===== src/rtl/key_pkg.sv =====
// Shared types and helpers for the key debounce / JK command driver.
// Optional feature macro used by the design: KEY_AUTOREPEAT_EN.
package key_pkg;

   // Per-channel press/release state
   typedef enum logic [1:0] {
      IDLE      = 2'd0,
      ARMING    = 2'd1,
      HELD      = 2'd2,
      RELEASING = 2'd3
   } key_state_e;

   // Depth of the raw-input synchroniser
   localparam int unsigned SYNC_STAGES = 2;

   // Counter width large enough for either the debounce or repeat period
   function automatic int unsigned cnt_width(input int unsigned a, input int unsigned b);
      return $clog2((a > b) ? a : b) + 1;
   endfunction

endpackage


===== src/rtl/key_debounce_ch.sv =====
// One key channel: 2-flop synchroniser, glitch-filter FSM, saturating
// counter and registered press pulse / debounced level.
// KEY_AUTOREPEAT_EN: when defined, a held key re-emits a pulse every
// REPEAT_CYCLES cycles; when undefined, one pulse per press.
module key_debounce_ch
   import key_pkg::*;
#(
   parameter int unsigned DEB_CYCLES    = 16,
   parameter int unsigned REPEAT_CYCLES = 64
) (
   input  logic CK,
   input  logic RESET,
   input  logic KEY,
   output logic PULSE,
   output logic STABLE
);

   localparam int unsigned       CNT_W    = cnt_width(DEB_CYCLES, REPEAT_CYCLES);
   localparam logic [CNT_W-1:0]  CNT_MAX  = '1;
   localparam logic [CNT_W-1:0]  DEB_LAST = CNT_W'(DEB_CYCLES - 1);
`ifdef KEY_AUTOREPEAT_EN
   localparam logic [CNT_W-1:0]  REP_LAST = CNT_W'(REPEAT_CYCLES - 1);
`endif

   logic [SYNC_STAGES-1:0] sync;
   logic                   s;
   key_state_e             state;
   key_state_e             state_nxt;
   logic [CNT_W-1:0]       cnt;
   logic [CNT_W-1:0]       cnt_nxt;
   logic [CNT_W-1:0]       cnt_inc;
   logic                   pulse_nxt;
   logic                   stable_nxt;

   assign s       = sync[SYNC_STAGES-1];
   assign cnt_inc = (cnt == CNT_MAX) ? cnt : cnt + CNT_W'(1);

   // Bring the asynchronous key into the clock domain
   always_ff @(posedge CK) begin
      if (RESET) begin
         sync <= '0;
      end else begin
         sync <= {sync[SYNC_STAGES-2:0], KEY};
      end
   end

   // State, counter and output registers
   always_ff @(posedge CK) begin
      if (RESET) begin
         state  <= IDLE;
         cnt    <= '0;
         PULSE  <= 1'b0;
         STABLE <= 1'b0;
      end else begin
         state  <= state_nxt;
         cnt    <= cnt_nxt;
         PULSE  <= pulse_nxt;
         STABLE <= stable_nxt;
      end
   end

   // Next-state: advance on a candidate edge, accept after DEB_CYCLES samples
   always_comb begin
      state_nxt = state;
      unique case (state)
         IDLE:      if (s) state_nxt = ARMING;
         ARMING: begin
            if (!s)                    state_nxt = IDLE;
            else if (cnt == DEB_LAST)  state_nxt = HELD;
         end
         HELD:      if (!s) state_nxt = RELEASING;
         RELEASING: begin
            if (s)                     state_nxt = HELD;
            else if (cnt == DEB_LAST)  state_nxt = IDLE;
         end
         default:   state_nxt = IDLE;
      endcase
   end

   // Outputs: counter update, press pulse and debounced level
   always_comb begin
      cnt_nxt    = cnt;
      pulse_nxt  = 1'b0;
      stable_nxt = STABLE;
      unique case (state)
         IDLE: begin
            if (s) cnt_nxt = CNT_W'(1);
         end
         ARMING: begin
            if (!s) begin
               cnt_nxt = '0;
            end else if (cnt == DEB_LAST) begin
               cnt_nxt    = '0;
               pulse_nxt  = 1'b1;
               stable_nxt = 1'b1;
            end else begin
               cnt_nxt = cnt_inc;
            end
         end
         HELD: begin
            if (!s) begin
               cnt_nxt = CNT_W'(1);
            end else begin
`ifdef KEY_AUTOREPEAT_EN
               if (cnt == REP_LAST) begin
                  cnt_nxt   = '0;
                  pulse_nxt = 1'b1;
               end else begin
                  cnt_nxt = cnt_inc;
               end
`else
               cnt_nxt = cnt;
`endif
            end
         end
         RELEASING: begin
            if (s) begin
               cnt_nxt = '0;
            end else if (cnt == DEB_LAST) begin
               cnt_nxt    = '0;
               stable_nxt = 1'b0;
            end else begin
               cnt_nxt = cnt_inc;
            end
         end
         default: begin
            cnt_nxt    = '0;
            stable_nxt = 1'b0;
         end
      endcase
   end

endmodule


===== src/rtl/key_jk_driver.sv =====
// Two independent debounced key channels producing J/K command pulses
// for the JK flip-flop stage. Simultaneous J and K pulses are passed
// through unarbitrated (toggle command).
// KEY_AUTOREPEAT_EN: enables auto-repeat pulses while a key is held.
module key_jk_driver #(
   parameter int unsigned DEB_CYCLES    = 16,
   parameter int unsigned REPEAT_CYCLES = 64
) (
   input  logic CK,
   input  logic RESET,
   input  logic KEY_J,
   input  logic KEY_K,
   output logic J,
   output logic K,
   output logic STABLE_J,
   output logic STABLE_K
);

   key_debounce_ch #(
      .DEB_CYCLES    (DEB_CYCLES),
      .REPEAT_CYCLES (REPEAT_CYCLES)
   ) u_ch_j (
      .CK     (CK),
      .RESET  (RESET),
      .KEY    (KEY_J),
      .PULSE  (J),
      .STABLE (STABLE_J)
   );

   key_debounce_ch #(
      .DEB_CYCLES    (DEB_CYCLES),
      .REPEAT_CYCLES (REPEAT_CYCLES)
   ) u_ch_k (
      .CK     (CK),
      .RESET  (RESET),
      .KEY    (KEY_K),
      .PULSE  (K),
      .STABLE (STABLE_K)
   );

endmodule


===== config.mk =====
export PLATFORM = sky130hd
export DESIGN_NAME = key_jk_driver
export DESIGN_NICKNAME = d
export VERILOG_FILES = /design/src/rtl/key_pkg.sv /design/src/rtl/key_debounce_ch.sv /design/src/rtl/key_jk_driver.sv
export SDC_FILE = /design/constraint.sdc
export NUM_CORES = 1
export LEC_CHECK = 0
export BUFFER_PORTS_ARGS = -buffer_cell sky130_fd_sc_hd__buf_2
export CORE_UTILIZATION = 33
export CTS_CLUSTER_SIZE = 24
export DETAILED_ROUTE_END_ITERATION = 16
export RECOVER_POWER = 100
export SYNTH_ARGS = -nofsm -noshare
export SYNTH_HDL_FRONTEND = slang
export SYNTH_HIERARCHICAL = 1
export SYNTH_SLANG_ARGS = --single-unit

===== constraint.sdc =====
create_clock -name CK -period 4.6 [get_ports CK]
set_input_delay 0.46 -clock CK [delete_from_list [all_inputs] [get_ports CK]]
set_output_delay 0.46 -clock CK [all_outputs]
set_load 0.005 [all_outputs]

* Yosys cells after proc, flatten, opt, wreduce, memory -nomap -nowiden
Cells that the tools add are included.
** Cells by class
- Multiplexer cells :: 40
- Equality and inequality tests :: 26
- $add $sub $neg :: 2
- Reductions and logical operators :: 12
- Bitwise gates (word level) :: 4
** Operators with widths (number)
- 2-to-1 mux 7 bit :: 12
- case mux 7 bit (4 select lines) :: 2
- 2-to-1 mux 2 bit :: 12
- inequality test 2 x 1 -> 1 bit, second input constant :: 8
- case mux 2 bit (4 select lines) :: 2
- adder 7 x 1 -> 7 bit, second input constant :: 2
- equality test 7 x 4 -> 1 bit, second input constant :: 2
- equality test 7 bit, second input constant :: 2
- 2-to-1 mux 1 bit :: 10
- AND reduction 5 bit :: 2
- equality test 2 bit, second input constant :: 4
- inequality test 2 bit, second input constant :: 4
- AND reduction 4 bit :: 2
- inequality test 3 x 1 -> 1 bit, second input constant :: 2
- inequality test 3 bit, second input constant :: 2
- OR reduction 3 bit :: 2
- equality test 2 x 1 -> 1 bit, second input constant :: 2
- logical NOT 2 bit :: 2
- NOT 1 bit :: 4
- case mux 1 bit (2 select lines) :: 2
- AND reduction 2 bit :: 2
- nonzero test 2 bit :: 2
** Word-level totals
- Register bits :: 26
- Output and inout bits :: 4
- Logic and storage cells :: 94
- Bits of input ports :: 4

* Depth between registers and ports, before layout
- Depth in word-level cells :: 5
- Depth in mapped cells :: 6

* Modules after synthesis
Netlist, hierarchy kept.
** By module, submodules not included
- key_debounce_ch :: cells an instance 74, area an instance 638.1 um2, times used 2

* Worst setup path after synthesis
Ideal clock, no wire load.
- Path kind :: reg2reg
- Start point :: register u_ch_j.cnt[0]
- End point :: register u_ch_j.cnt[3]
- Data arrival time :: 1563 ps
- Period minus slack after synthesis :: 1619 ps
- Slack :: 2981 ps
- Stages on the path, launching flop included :: 7
- Path buffers :: 1
- Path through :: dfxtp_1 > ha_1 > and3_1 > buf_2 > a2111o_1 > nor3b_1 > a211o_2
** Between the ends
- Word-level cells in the longest chain between the ends :: 5
** Ends and longest elaborated chain
- start, declared :: RTL line key_debounce_ch.sv:29 : logic [CNT_W-1:0] cnt;
- start signal, assigned :: RTL line key_debounce_ch.sv:56 : cnt <= cnt_nxt;
- adder 7 x 1 -> 7 bit or equality test 7 bit (tied branches) :: RTL line key_debounce_ch.sv:36 : assign cnt_inc = (cnt == CNT_MAX) ? cnt : cnt + CNT_W'(1);
- 2-to-1 mux 7 bit :: RTL line key_debounce_ch.sv:36
- 2-to-1 mux 7 bit (*) :: RTL line key_debounce_ch.sv:92, key_debounce_ch.sv:119
- 2-to-1 mux 7 bit (on tied branches) :: RTL line key_debounce_ch.sv:117, key_debounce_ch.sv:90
- case mux 7 bit (4 select lines) (*) :: RTL line key_debounce_ch.sv:85 : unique case (state)
Mark *: on every way between the ends. The rest lies on a longest branch, timed or not.
A chain may end at the register's enable or synchronous reset.

* Worst setup path after layout
- Start point :: register u_ch_j.cnt[0]
- End point :: register u_ch_j.cnt[1]
Same word-level chain as after synthesis.

==> metrics.txt <==
Final Core Density=37.5%; final wirelength=2.58 mm; violation count after the first detailed-route iteration=105; Layout area overhead=8.33%; die area=0.00412 mm²; Clock Skew=0.00137 ns; main combinational cell family by area after synthesis=simple AND/OR/NAND/NOR gates; cell breakdown of the critical path=ha_1, and3_1, a211oi_1, nand3_1, a31oi_1; Top FF cell, synth=dfxtp_1; CP max stage delay=0.61 ns; routed len/inst=12.8 µm; WS Path Type=register to register; worst hold start=KEY_K; via count of the first global-routing pass=1055; initial antenna violation count=0; final hold vios=0; Pre-antenna DRT Iters=4; CTS H-Tree Depth=1; Register Area=520 µm²; Post-Syn Instances=148; Final TNS setup=0 ns; Final nets=162; most area-consuming cells after synthesis=dfxtp_1, nor3_1, a21oi_1, nand3_1, nor2b_1; GR Util All Layers=13.8%; first-pass GRT wire length=4.52 mm; Synth Register Bits=26; minimum clock period=1.95 ns; max-slew violation count=0; Avg Cell Area, Syn=8.62 µm²; fillers=393; CTS tree=done; Num Clock Sinks=26; minimum hold slack=0.409 ns; Final Instance Count excl. Fillers=202; Tcrit/Tclk final=42.3%; top cell type's share of synthesized area=40.8%; Leakage=0.478 nW; worst endpoint data arrival time=2.12 ns; WHS Endpoint=u_ch_k/sync[0]$_SDFF_PP0_; Ant. Diodes=0; Pwr per Cell Area=272 mW/mm²; worst path required time=4.78 ns; sequential element share of the synthesized area=40.8%; # setup viols final=0; CP Buf/Inv Count=0; # port buffers=7; Mapped Area=0.00128 mm²; adder-cell share of the synthesized area=1.96%; gpl congestion=0.858; Async SR Flop Fraction=0%; floorplan row count=22; DR vias/cell=5.64; DR DRC count=0; Max VDD drop=84.2 µV; Worst R2R End=u_ch_j/cnt[1]$_SDFFE_PP0P_; hold path cells=2; slowest CP cell=a211oi_1; Vias=1139; largest net degree at the start of global routing=29; boundary pin count=8; setup bufs post-CTS=0; area of the multi-input gates=706 µm²; unrepaired setup endpoints after global routing=false; die width=64.2 µm; CTS Buf Count=3; Top delay family on crit path=compound AO/OA/AOI/OAI gates; Netlist cell types=35; worst-skew pair later-pin latency=0.26 ns; synth warn=6; Placed Cells=199; multiplexer share of the synthesized area=0%; Post-Synth XOR/XNOR Area=4.12%; Initial Util=34.6%; Least-Margin Pin Slew=1.23 ns; Root Buffer=clkbuf_8; FF-to-FF Start=u_ch_j/cnt[0]$_SDFFE_PP0P_; Final HPWL DP=1.80 mm; CP Max Fanout=7; Core ar.=0.00369 mm²; Reg2Reg Setup Slack=2.65 ns; Clock Pin Slew Worst Setup and Hold Paths=0.08 ns; Fmax=0.513 GHz; clock buffer depth=2; status=completed; Antenna Nets Post-Route=0; Die Y=64.2 µm; cts repair resizes=0; Worst slew margin=18.2%; Synth Area in Simple Gates=25.1%; GRT Residual Overflow=0; reg2reg path depth=5; Post-synth EDFFs=0; Hold Path Class=primary input to register; CP Capture Type=register; largest area contributor in the netlist=dfxtp_1; startpoint types=register; CTS Hold Bufs=0; share of cells above drive strength 1=10.4%; post-synthesis compound-gate area fraction=24.9%; Net Count, Synth=154; max cap viols=0
[power by group]
part           internal, mW  leakage, nW  switching (mW)
registers             0.229        0.211         0.00439
logic               0.00723        0.245          0.0113
clock network        0.0586       0.0216          0.0660
[layout make-up]
cell class                      instances  share of cell area [%]
Clock buffer                            3                    2.99
Sequential cell                        26                    37.6
Multi-Input combinational cell        112                    51.0
Tap cell                               48                    4.34
Inverter                                6                    1.63
Timing Repair Buffer                    7                    2.35
[cell usage after synthesis (all sizes together) (4+ instances only)]
cell and instances:
nand3 10, nand2 4, xnor2 4, inv 6, a21oi 10, o21ai 6
nor2b 6, and3 4, a31oi 4, dfxtp 26, nor3 16, nor2 8
[worst register-to-register path, cell delays in order, from the launching register on]
cell	delay, ns
dfxtp_1	0.36
ha_1	0.25
and3_1	0.27
a211oi_1	0.61
nand3_1	0.17
a31oi_1	0.21
[registers in the layout, summed over array words and instances, names as in the netlist, named ones only]
name / cells
u_ch_j/state: 1
u_ch_k/sync: 2
u_ch_k/STABLE: 1
u_ch_j/PULSE: 1
u_ch_k/PULSE: 1
u_ch_j/cnt: 7
u_ch_k/cnt: 7
u_ch_k/state: 1
u_ch_j/STABLE: 1
u_ch_j/sync: 2
[layer usage]
layer	global-route usage (%)	wire [µm]	vias up
met1	17.4	1290	537
li1	-	-	580
met5	0	0	-
met3	3.04	107	2
met4	6.67	19	0
met2	22.1	1170	20
[kinds of logic after synthesis]
| group | after synthesis |
|---|---|
| XOR/XNOR | 6 |
| AO/OA/AOI/OAI | 44 |
| flip-flops | 26 |
| AND/OR/NAND/NOR | 60 |
| buffers and inverters | 10 |
| adder cells (fa/ha/maj) | 2 |
[metrics by stage]
stage	setup WS [ns]	cell area, µm²	power, mW
after CTS	2.90	1400	0.383
final	2.65	1380	0.376
after detailed placement	2.91	1350	0.257
after floorplan	2.98	1280	0.251
after global placement	2.98	1350	0.256
after global routing	2.46	1380	0.392
[cell usage in the layout (no fill, tap or decap), types with 3 or more instances in the layout]
| cell | n |
|---|---|
| xnor2_1 | 4 |
| nand2_1 | 4 |
| nand3_1 | 10 |
| a31oi_1 | 4 |
| a21oi_1 | 10 |
| clkbuf_8 | 3 |
| dfxtp_1 | 26 |
| inv_1 | 6 |
| buf_2 | 5 |
| nor3_1 | 16 |
| nor2_1 | 8 |
| nor2b_1 | 6 |
| o21ai_0 | 6 |
[how the worst max path moves through the flow]
| stage | start | endpoint | slack (ns) | cells after the start |
|---|---|---|---|---|
| finish | u_ch_j/cnt[0]$_SDFFE_PP0P_ | u_ch_j/cnt[1]$_SDFFE_PP0P_ | 2.65 | 5 |
| global route | u_ch_j/cnt[0]$_SDFFE_PP0P_ | u_ch_j/cnt[1]$_SDFFE_PP0P_ | 2.46 | 5 |
| CTS | u_ch_j/cnt[0]$_SDFFE_PP0P_ | u_ch_j/cnt[3]$_SDFFE_PP0P_ | 2.90 | 5 |
| detailed placement | u_ch_k/cnt[0]$_SDFFE_PP0P_ | u_ch_k/cnt[3]$_SDFFE_PP0P_ | 2.91 | 5 |
| global placement | u_ch_k/cnt[0]$_SDFFE_PP0P_ | u_ch_k/cnt[3]$_SDFFE_PP0P_ | 2.98 | 5 |
| floorplan | u_ch_j/cnt[0]$_SDFFE_PP0P_ | u_ch_j/cnt[3]$_SDFFE_PP0P_ | 2.98 | 6 |
Note: power is estimated with default switching activity, not from simulation.
